[src/rtl/adc_capture_ctrl.sv]
// Capture/readback controller for the single-port ADC sample RAM.
// Writes cap_len valid samples from address 0, then streams them out over valid/ready.
module adc_capture_ctrl #(
  parameter int DEPTH  = 8192,
  parameter int ADDR_W = 13,
  parameter int DATA_W = 10
) (
  input  logic              clk,
  input  logic              reset,
  input  logic              start,
  input  logic              abort,
  input  logic [ADDR_W:0]   cap_len,
  input  logic [DATA_W-1:0] adc_data,
  input  logic              adc_valid,
  output logic              busy,
  output logic              done,
  output logic [DATA_W-1:0] rd_data,
  output logic              rd_valid,
  input  logic              rd_ready,
  output logic              ram_ce,
  output logic              ram_oce,
  output logic              ram_wre,
  output logic [ADDR_W-1:0] ram_ad,
  output logic [DATA_W-1:0] ram_din,
  input  logic [DATA_W-1:0] ram_dout
);

  typedef enum logic [1:0] {S_IDLE, S_CAPTURE, S_READ} state_t;

  localparam logic [ADDR_W:0]   DEPTH_C = (ADDR_W+1)'(DEPTH);
  localparam logic [ADDR_W:0]   ONE_L   = (ADDR_W+1)'(1);
  localparam logic [ADDR_W-1:0] ONE_A   = ADDR_W'(1);

  state_t              state_q, state_d;
  logic [ADDR_W-1:0]   wr_addr_q, wr_addr_d;
  logic [ADDR_W:0]     rd_addr_q, rd_addr_d;
  logic [ADDR_W:0]     out_cnt_q, out_cnt_d;
  logic [ADDR_W:0]     len_q, len_d;
  logic                in_flight_q, in_flight_d;
  logic                rd_valid_q, rd_valid_d;
  logic                done_q, done_d;
  logic [DATA_W-1:0]   rd_data_q, rd_data_d;

  logic len_ok, last_wr, issue, xfer, last_xfer;

  assign len_ok    = (cap_len != '0) && (cap_len <= DEPTH_C);
  assign last_wr   = adc_valid && ({1'b0, wr_addr_q} == (len_q - ONE_L));
  // One read outstanding at a time; a new read may go out in the same cycle the held sample leaves.
  assign issue     = (rd_addr_q < len_q) && !in_flight_q && (!rd_valid_q || rd_ready);
  assign xfer      = rd_valid_q && rd_ready;
  assign last_xfer = xfer && (out_cnt_q == (len_q - ONE_L));

  always_comb begin
    state_d     = state_q;
    wr_addr_d   = wr_addr_q;
    rd_addr_d   = rd_addr_q;
    out_cnt_d   = out_cnt_q;
    len_d       = len_q;
    in_flight_d = in_flight_q;
    rd_valid_d  = rd_valid_q;
    rd_data_d   = rd_data_q;
    done_d      = 1'b0;
    ram_ce      = 1'b0;
    ram_wre     = 1'b0;
    ram_ad      = wr_addr_q;
    ram_din     = adc_data;

    case (state_q)
      S_IDLE: begin
        if (start && len_ok) begin
          len_d     = cap_len;
          wr_addr_d = '0;
          state_d   = S_CAPTURE;
        end
      end
      S_CAPTURE: begin
        ram_ce  = 1'b1;
        ram_wre = adc_valid;
        if (adc_valid) wr_addr_d = wr_addr_q + ONE_A;
        if (last_wr) begin
          state_d     = S_READ;
          rd_addr_d   = '0;
          out_cnt_d   = '0;
          in_flight_d = 1'b0;
        end
      end
      S_READ: begin
        ram_ce      = 1'b1;
        ram_ad      = rd_addr_q[ADDR_W-1:0];
        in_flight_d = issue;
        if (issue) rd_addr_d = rd_addr_q + ONE_L;
        if (in_flight_q) begin
          rd_data_d  = ram_dout;
          rd_valid_d = 1'b1;
        end else if (xfer) begin
          rd_valid_d = 1'b0;
        end
        if (xfer) out_cnt_d = out_cnt_q + ONE_L;
        if (last_xfer) begin
          state_d    = S_IDLE;
          done_d     = 1'b1;
          rd_valid_d = 1'b0;
        end
      end
      default: state_d = S_IDLE;
    endcase

    if (abort) begin
      state_d     = S_IDLE;
      rd_valid_d  = 1'b0;
      in_flight_d = 1'b0;
      done_d      = 1'b0;
    end
  end

  always_ff @(posedge clk) begin
    if (reset) begin
      state_q     <= S_IDLE;
      wr_addr_q   <= '0;
      rd_addr_q   <= '0;
      out_cnt_q   <= '0;
      len_q       <= '0;
      in_flight_q <= 1'b0;
      rd_valid_q  <= 1'b0;
      rd_data_q   <= '0;
      done_q      <= 1'b0;
    end else begin
      state_q     <= state_d;
      wr_addr_q   <= wr_addr_d;
      rd_addr_q   <= rd_addr_d;
      out_cnt_q   <= out_cnt_d;
      len_q       <= len_d;
      in_flight_q <= in_flight_d;
      rd_valid_q  <= rd_valid_d;
      rd_data_q   <= rd_data_d;
      done_q      <= done_d;
    end
  end

  assign busy     = (state_q != S_IDLE);
  assign done     = done_q;
  assign rd_data  = rd_data_q;
  assign rd_valid = rd_valid_q;
  assign ram_oce  = 1'b1;

endmodule

[config.mk]
export PLATFORM = sky130hd
export DESIGN_NAME = adc_capture_ctrl
export DESIGN_NICKNAME = d
export VERILOG_FILES = /design/src/rtl/adc_capture_ctrl.sv
export SDC_FILE = /design/constraint.sdc
export NUM_CORES = 1
export LEC_CHECK = 0
export CAP_MARGIN = 10
export CORE_ASPECT_RATIO = 0.5
export CORE_UTILIZATION = 35
export DETAILED_ROUTE_END_ITERATION = 8
export HOLD_SLACK_MARGIN = 0.08
export PLACE_DENSITY_LB_ADDON = 0.25
export REMOVE_ABC_BUFFERS = 1
export SETUP_SLACK_MARGIN = 0.02
export SLEW_MARGIN = 0
export SYNTH_ARGS = -nofsm -noshare
export SYNTH_HDL_FRONTEND = slang
export SYNTH_SLANG_ARGS = --single-unit
[constraint.sdc]
create_clock -name clk -period 5 [get_ports clk]
set_input_delay 1 -clock clk [delete_from_list [all_inputs] [get_ports clk]]
set_output_delay 1 -clock clk [all_outputs]
set_load 0.01 [all_outputs]
==> results.cfg, run 1 <==
[logic_synthesis]
synth-warning-count = 0
synthesis.instances = 642
synth.largest_area_cell = sky130_fd_sc_hd__dfxtp_1
synth-seq-cells = 70
syn-cell-area_um2 = 5082
synth.distinct_cells = 72
synthDominantCellAreaShare = 0.2757
synth_ff_type = sky130_fd_sc_hd__dfxtp_1
async_reset_ff_frac = 0
synth_area_per_cell_um2 = 7.916
synth_enable_flop_cells = 0
yosysSeqAreaShare = 0.2757
leading_post_synthesis_cells_by_cell_area = sky130_fd_sc_hd__dfxtp_1 28%, sky130_fd_sc_hd__ha_1 5.2%, sky130_fd_sc_hd__nand2_1 4.5%

[finish]
layout_commonest_cell = sky130_fd_sc_hd__dfxtp_1
final_nets = 718
stdcell_count = 854
mostFrequentLayoutCells = 70 x sky130_fd_sc_hd__dfxtp_1, 61 x sky130_fd_sc_hd__nand2_1, 56 x sky130_fd_sc_hd__clkdlybuf4s50_1, 50 x sky130_fd_sc_hd__nor2_1, 37 x sky130_fd_sc_hd__a21oi_1
number_of_antenna_repair_diodes = 0
synth_to_final_area_change_pct = 17.43
drive_gt1_frac = 0.06949

[route]
wl_per_cell_um = 18.83
vias_per_cell = 5.871
drt_iter0_markers = 435
drc = 0
ant_nets = 0
route.final.wire_length_um = 16080
detailroute.via_count = 5014
drt_first_pass_iters = 5

[critical_path]
rr_worst_depth = 9
kind_of_start_point_of_the_critical_path = flip-flop
cp-end-kind = flip-flop
regToRegEndpoint = rd_addr_q[13]
r2r-start = len_q[0]
critPathMaxFanout = 22
critical_path_class = flip-flop to flip-flop
arrival_ns = 4.19
reg2reg_slack_ns = 1.04
worst-endpoint-required_ns = 5.23

[floorplanning]
chipHeight_um = 87.21
die-width_um = 172.4
row_count = 30
floorplan.io_pins = 79
die-area_um2 = 15040
core_area_um2 = 13850
start_util = 0.3669

[pwr]
switching_power_uw = 492.4
power.share.combinational = 0.194
static-leakage-power_nw = 2.181
peak_supply_drop_v = 0.0001905
pwr-share-clk = 0.444
cell_internal_pwr_mw = 1.141
pwr_density_cell_nw_per_um2 = 273.6
seq_power_share = 0.361
power.switching_fraction = 0.3015

[status]
run_status = complete, no violations

[clock_network]
ctsResizeCount = 0
cts-root-buf = sky130_fd_sc_hd__clkbuf_16
clock_insertion_delay_worst_skew_ns = 0.34
cts_max_path_buffers = 2
cts_num_sinks = 70
holdBufCountCts = 0
cts_post_setup_buffers_inserted = 0
cts-buffers-inserted = 9
tritoncts = built
cts.clk_slew.worst_paths_ns = 0.06
cts.htree.levels = 3

[timing]
final_report_hold_violation_count = 0
rsz0062_at_grt = no
final_min_period_over_clock_period = 0.7920
drv_slew = 0
fin_setup_tns_ns = 0
clock_skew_ns = 0.007561
report.final.setup_viol = 0
fmaxAchievable_mhz = 252.5
max_slew.worst_pin.slew_ns = 1.168
worst_slew_margin_rel = 0.2012
period_minus_slack_ns = 3.960

[run]
max-cap-violations = 0

[grt]
antenna_found_initial = 0
gr-total-overflow = 0
grt_first_pass_wirelength_um = 25030
groute.usage.overall = 0.2194
grt_start_max_net_pins = 47
grt_pass1_vias = 4435

[placement]
io_buffers = 57
place_congestion = 1.011
post-dp-hpwl_um = 11610
post-place-cells = 838

[hold_path]
instance_count_along_the_most_critical_hold_path = 2
hold_class = flip-flop to flip-flop
min_to = rd_data[0]
hold_start = rd_data[0]
flip-flops by register name, summed over array words and instances (netlist names):
register and cells:
rd_addr_q 14, state_q 2, out_cnt_q 14, rd_valid 1, rd_data 10, done 1, wr_addr_q 13, in_flight_q 1
len_q 14
cell families after synthesis:
| logic type | synth area share |
|---|---|
| muxes | 0.06401 |
| and+or+nand+nor | 0.2506 |
| buffers and inverters | 0.07878 |
| DFF | 0.2757 |
| AOI/OAI and AO/OA | 0.2058 |
| adders and majority gates | 0.05170 |
| xor gates and xnor gates | 0.07262 |
| other | 0.0007378 |
cell usage after synthesis (14+ instances only):
library cell / count
sky130_fd_sc_hd__dfxtp_1: 70
sky130_fd_sc_hd__nand2_1: 61
sky130_fd_sc_hd__nor2_1: 50
sky130_fd_sc_hd__a21oi_1: 37
sky130_fd_sc_hd__clkbuf_1: 37
sky130_fd_sc_hd__inv_1: 30
sky130_fd_sc_hd__nand3_1: 29
sky130_fd_sc_hd__xnor2_1: 24
sky130_fd_sc_hd__nand4_1: 23
sky130_fd_sc_hd__ha_1: 21
sky130_fd_sc_hd__mux2i_1: 19
sky130_fd_sc_hd__o21ai_0: 15
sky130_fd_sc_hd__nor3_1: 14
power by group through the flow:
stage          Clock (mW)  Combinational [mW]  Sequential, mW
4_1_cts             0.740               0.311           0.590
3_5_place_dp            0               0.309           0.602
5_1_grt             0.763               0.342           0.591
2_1_floorplan           0               0.206           0.593
3_3_place_gp            0               0.310           0.602
6_report            0.726               0.317           0.590
cell type report:
cell class / count / area, um^2
fill: 1391 / 7883
timing repair buffer: 62 / 603.1
clock inverter: 7 / 105.1
clock buffer: 9 / 225.2
inverter: 30 / 112.6
sequential: 70 / 1401
tap: 192 / 240.2
multi-input combinational: 484 / 3281
metrics by stage:
stage	power [mW]	util	worst slack (ns)	area, um^2	hold WS, ns
final	1.633	0.4309	1.040	5968	0.4558
after floorplan	0.7990	-	1.381	4795	0.4631
after global routing	1.696	0.4309	0.8416	5968	0.4781
after CTS	1.640	0.4309	1.075	5968	0.4561
after detailed placement	0.9117	0.4070	1.087	5638	0.4465
after global placement	0.9115	0.4070	1.162	5638	0.4439
worst max path at each step:
stage,slack (ns),start,cells past startpoint,endpoint
6_report,1.04,len_q[0],9,rd_addr_q[13]
3_5_place_dp,1.09,len_q[0],9,rd_addr_q[13]
2_1_floorplan,1.38,state_q[0],9,rd_addr_q[13]
5_1_grt,0.84,len_q[0],9,out_cnt_q[8]
3_3_place_gp,1.16,len_q[0],9,rd_addr_q[13]
4_1_cts,1.08,len_q[0],9,rd_addr_q[13]
worst max-delay path: stages, from the launching register on:
cell,delay [ns]
sky130_fd_sc_hd__dfxtp_1,0.39
sky130_fd_sc_hd__inv_1,0.10
sky130_fd_sc_hd__ha_1,0.38
sky130_fd_sc_hd__or4b_1,0.61
sky130_fd_sc_hd__nor3_2,0.27
sky130_fd_sc_hd__mux2i_1,0.14
sky130_fd_sc_hd__or4_4,0.52
sky130_fd_sc_hd__o41a_1,0.65
sky130_fd_sc_hd__or4_1,0.64
sky130_fd_sc_hd__mux2i_1,0.13
per-layer routing:
layer / share of wire / vias up / GRT usage / wire length [um]
met5: 0 / - / 0 / 0
met4: 0.016 / 0 / 0.05712 / 259
met3: 0.083 / 31 / 0.05543 / 1342
met2: 0.41 / 225 / 0.3116 / 6542
met1: 0.49 / 2373 / 0.3233 / 7936
li1: - / 2385 / - / -
Power figures use the tool's default switching activity.
==> inputs of run 2 (changes only) <==
clock period = 3.6 ns   (was 5 ns; I/O delays follow)
==> run 2 against run 1 <==
Net effect:
- sequential share of layout area fell by 0.75 points
- worst setup slack got worse by 0.83 ns
- combinational power up 61%
- sequential cell count stayed put
- sequential power rose by 36%
- worst hold slack improved by 0.0020 ns
- fmax grew 17%
- final cell count rose by 3.4%
- count of clock-buffer cells in the layout up 1
- design area rose by 3.3%
- utilization is 1.4 points higher
- largest cell class unchanged
- highest routed layer unchanged
==> results.cfg, run 2 (synthesis results as in run 1) <==
[route]
maxUsedRoutingLayer = met4
wl_per_cell_um = 18.24
detailroute.wirelength.met3_um = 1345
ant_nets = 0
vias_per_cell = 5.687
drc = 0
detailroute.via_count = 5022
drt_first_pass_iters = 5
drt-met1-wl_um = 8147
wl_met2_um = 6450
drt_iter0_markers = 410
route.final.wire_length_um = 16110

[finish]
top_regs = len_q: 14 flops, out_cnt_q: 14 flops, rd_addr_q: 14 flops
layout_commonest_cell = sky130_fd_sc_hd__dfxtp_1
synth_to_final_area_change_pct = 21.32
mostFrequentLayoutCells = 70 x sky130_fd_sc_hd__dfxtp_1, 61 x sky130_fd_sc_hd__nand2_1, 56 x sky130_fd_sc_hd__clkdlybuf4s50_1, 50 x sky130_fd_sc_hd__nor2_1, 37 x sky130_fd_sc_hd__a21oi_1
number_of_antenna_repair_diodes = 0
final_nets = 747
drive_gt1_frac = 0.1085

[pwr]
pwr_density_cell_nw_per_um2 = 359.7
switching_power_uw = 667.7
cell_internal_pwr_mw = 1.550
power.switching_fraction = 0.3011
seq_power_share = 0.363
static-leakage-power_nw = 2.315
pwr-share-clk = 0.408
power.share.combinational = 0.229
peak_supply_drop_v = 0.0001654

[critical_path]
critical_path_class = flip-flop to flip-flop
crit_chain = inv_1 -> ha_1 -> or4b_1 -> nor3_2 -> mux2i_1 -> or4_4 -> o41a_4 -> or4_1 -> mux2i_1
worst-endpoint-required_ns = 3.83
arrival_ns = 3.62
r2r-start = len_q[1]
critPathMaxFanout = 15
reg2reg_slack_ns = 0.21
timing.critical_path.from = len_q[1]
cp-end-kind = flip-flop
cpPeakStageDelay_ns = 0.56
critical_path.most_common_cell = sky130_fd_sc_hd__mux2i_1
critical_path.slowest_cell = sky130_fd_sc_hd__or4_1
kind_of_start_point_of_the_critical_path = flip-flop

[hold_path]
hold_class = flip-flop to flip-flop
hold_start = rd_data[0]

[timing]
period_minus_slack_ns = 3.393
fmaxAchievable_mhz = 294.8
clock_skew_ns = 0.008740
final_report_hold_violation_count = 0
report.final.setup_viol = 0
final_min_period_over_clock_period = 0.9424
drv_slew = 0
rsz0062_at_grt = no
timing.hold.ws_ns = 0.4577
fin_setup_tns_ns = 0
worst_slew_margin_rel = 0.3807
max_slew.worst_pin.slew_ns = 0.9205

[floorplanning]
die-width_um = 172.4
core_area_um2 = 13850
start_util = 0.3669
row_count = 30
floorplan.io_pins = 79
chipHeight_um = 87.21
die-area_um2 = 15040

[grt]
grt_pass1_vias = 4505
antenna_found_initial = 0
groute.usage.overall = 0.2246
grt_start_max_net_pins = 47
grt_first_pass_wirelength_um = 25260
gr-total-overflow = 0

[clock_network]
tritoncts = built
cts_max_path_buffers = 2
cts_num_sinks = 70
holdBufCountCts = 0
ctsResizeCount = 0
cts.clk_slew.worst_paths_ns = 0.06
cts_post_setup_buffers_inserted = 0
cts-root-buf = sky130_fd_sc_hd__clkbuf_16
cts-buffers-inserted = 9
cts.htree.levels = 3
clock_insertion_delay_worst_skew_ns = 0.34

[status]
run_status = complete, no violations

[run]
max-cap-violations = 0

[placement]
io_buffers = 57
place_congestion = 0.9061
post-dp-hpwl_um = 12090
[run 2: path summary, 6_finish.rpt]
check,depth (start not counted),to
hold reg to reg,2,rd_data[0]
setup reg to reg,9,rd_addr_q[13]
setup / recovery,9,rd_addr_q[13]
hold / removal,2,rd_data[0]
[run 2: cell type report]
type	count	area [um^2]
Multi-Input combinational cell	484	3291
Clock inverter	6	71.32
Clock buffer	10	229.0
Fill cell	1355	7685
Timing Repair Buffer	91	820.8
Inverter	30	112.6
Tap cell	192	240.2
Sequential cell	70	1401
[run 2: through the flow]
stage / util / setup WS [ns] / power (mW) / std cells / cell area (um^2)
after global placement: 0.4228 / 0.1243 / 1.316 / 867 / 5856
after global routing: 0.4452 / 0.03520 / 2.316 / 883 / 6166
after CTS: 0.4444 / 0.06570 / 2.224 / 883 / 6156
after floorplan: - / -0.01886 / 1.110 / 584 / 4795
after detailed placement: 0.4228 / 0.08863 / 1.319 / 867 / 5856
final: 0.4452 / 0.2073 / 2.218 / 883 / 6166
[run 2: layer usage]
| metal | GRT usage | vias up |
|---|---|---|
| met1 | 0.3325 | 2367 |
| met4 | 0.05068 | 0 |
| li1 | - | 2445 |
| met5 | 0 | - |
| met3 | 0.06497 | 16 |
| met2 | 0.3141 | 194 |
[run 2: worst max-delay path, delay by kind of cell (launching register included)]
kind	cells	cell delay [ns]
compound gates	1	0.47
flops	1	0.35
mux	2	0.26
simple gates	4	1.81
fa+ha+maj	1	0.29
buf+inv	1	0.10
[run 2: power groups by stage]
stage	clock (mW)	combinational, mW	sequential (mW)
after global routing	0.959	0.550	0.807
final	0.904	0.509	0.805
after global placement	0	0.495	0.821
after floorplan	0	0.286	0.824
after CTS	0.920	0.500	0.804
after detailed placement	0	0.497	0.822
==> inputs of run 3 (changes only) <==
CAP_MARGIN = 25   (was 10)
SETUP_SLACK_MARGIN = not set   (was 0.02)
clock period = 3.9 ns   (was 3.6 ns; I/O delays follow)
==> run 3 against run 2 <==
Net effect:
- routed wire length is 2.8% higher
- design area is 2.2% lower
- largest cell class unchanged
- sequential power down 7.6%
- combinational power is 13% lower
- worst hold slack got worse by 0.0027 ns
==> results.cfg, run 3 (synthesis results as in run 1) <==
[clock_network]
clock_insertion_delay_worst_skew_ns = 0.34
cts_num_sinks = 70
cts-buffers-inserted = 9
cts_max_path_buffers = 2
holdBufCountCts = 0
cts-root-buf = sky130_fd_sc_hd__clkbuf_16
tritoncts = built
cts_post_setup_buffers_inserted = 0
cts.htree.levels = 3
ctsResizeCount = 0
cts.clk_slew.worst_paths_ns = 0.06

[grt]
grt_start_max_net_pins = 54
grt_pass1_vias = 4422
grt_first_pass_wirelength_um = 25410
groute.usage.overall = 0.2262
gr-total-overflow = 0
antenna_found_initial = 0

[pwr]
pwr_density_cell_nw_per_um2 = 325.6
peak_supply_drop_v = 0.0001713
static-leakage-power_nw = 2.241
total_power_mw = 1.964

[floorplanning]
core_area_um2 = 13850
die-width_um = 172.4
die-area_um2 = 15040
floorplan.io_pins = 79
chipHeight_um = 87.21
row_count = 30
start_util = 0.3669

[critical_path]
worst-endpoint-required_ns = 4.12
cpPeakStageDelay_ns = 0.69
critPathMaxFanout = 13
critical_path.slowest_cell = sky130_fd_sc_hd__o41a_1
arrival_ns = 3.92
r2r-start = len_q[8]
crit_chain = or4_1 -> nor4_1 -> xnor2_1 -> o2111ai_1 -> o41a_1 -> or4_1 -> mux2i_1
kind_of_start_point_of_the_critical_path = flip-flop
critical_path.most_common_cell = sky130_fd_sc_hd__or4_1
reg2reg_slack_ns = 0.20
critical_path_class = flip-flop to flip-flop
timing.critical_path.from = len_q[8]
cp-end-kind = flip-flop

[hold_path]
hold_start = rd_data[0]
hold_class = flip-flop to flip-flop

[route]
route.final.wire_length_um = 16560
detailroute.via_count = 4983
drc = 0
wl_per_cell_um = 19.05
drt_first_pass_iters = 5
drt_iter0_markers = 433
vias_per_cell = 5.734
ant_nets = 0

[timing]
final_report_hold_violation_count = 0
period_minus_slack_ns = 3.700
fin_setup_tns_ns = 0
clock_skew_ns = 0.007076
rsz0062_at_grt = no
final_min_period_over_clock_period = 0.9487
fmaxAchievable_mhz = 270.3
worst_slew_margin_rel = 0.4111
drv_slew = 0
report.final.setup_viol = 0
max_slew.worst_pin.slew_ns = 0.8753

[placement]
post-dp-hpwl_um = 12280
dp_area_um2 = 5758
io_buffers = 57
place_congestion = 0.9668

[finish]
number_of_antenna_repair_diodes = 0
layout_commonest_cell = sky130_fd_sc_hd__dfxtp_1
drive_gt1_frac = 0.09010
filler_cell_count = 1391
top_regs = len_q: 14 flops, out_cnt_q: 14 flops, rd_addr_q: 14 flops
mostFrequentLayoutCells = 70 x sky130_fd_sc_hd__dfxtp_1, 61 x sky130_fd_sc_hd__nand2_1, 56 x sky130_fd_sc_hd__clkdlybuf4s50_1, 50 x sky130_fd_sc_hd__nor2_1, 37 x sky130_fd_sc_hd__a21oi_1
final_nets = 734
utilization = 0.4355
synth_to_final_area_change_pct = 18.69
final_cell_area_um2 = 6032

[run]
max-cap-violations = 0

[status]
run_status = complete, no violations
-- run 3: path summary, 6_finish.rpt --
path              endpoint  depth (start not counted)
max          rd_addr_q[13]                          7
min             rd_data[0]                          2
max reg2reg  rd_addr_q[13]                          7
min reg2reg     rd_data[0]                          2
-- run 3: worst max-delay path: cells and delay by family, from the launching register on --
family | cells | cell delay [ns]
xor+xnor | 1 | 0.21
compound gates | 2 | 0.95
mux | 1 | 0.13
flops | 1 | 0.42
simple gates | 3 | 1.88
-- run 3: per-layer routing --
metal | wire length [um] | global-route usage | share of wire
met1 | 8270 | 0.3324 | 0.50
met5 | 0 | 0 | 0
met4 | 156 | 0.05310 | 0.0094
met3 | 1464 | 0.06270 | 0.088
met2 | 6665 | 0.3204 | 0.40
-- run 3: report_power, final --
group          leakage (nW)  internal, mW  switching (mW)
Combinational          1.54         0.176           0.266
Sequential            0.565         0.726          0.0171
Clock                 0.135         0.445           0.332
Total                  2.24          1.35           0.615
-- run 3: area by class of cell --
cell class / instances / area [um^2] / share of cell area
inverter: 30 / 112.6 / 0.01867
timing repair buffer: 78 / 723.2 / 0.1199
clock inverter: 5 / 35.03 / 0.005808
tap: 192 / 240.2 / 0.03983
sequential: 70 / 1401 / 0.2323
clock buffer: 10 / 239.0 / 0.03962
multi-input combinational: 484 / 3281 / 0.5439
-- run 3: stage by stage --
stage | hold slack (ns) | cells | setup slack [ns]
CTS | 0.4562 | 869 | 0.1992
detailed placement | 0.4477 | 854 | 0.2139
global placement | 0.4420 | 854 | 0.3772
global route | 0.4669 | 869 | 0.04652
floorplan | 0.4631 | 584 | 0.2811
finish | 0.4550 | 869 | 0.2000
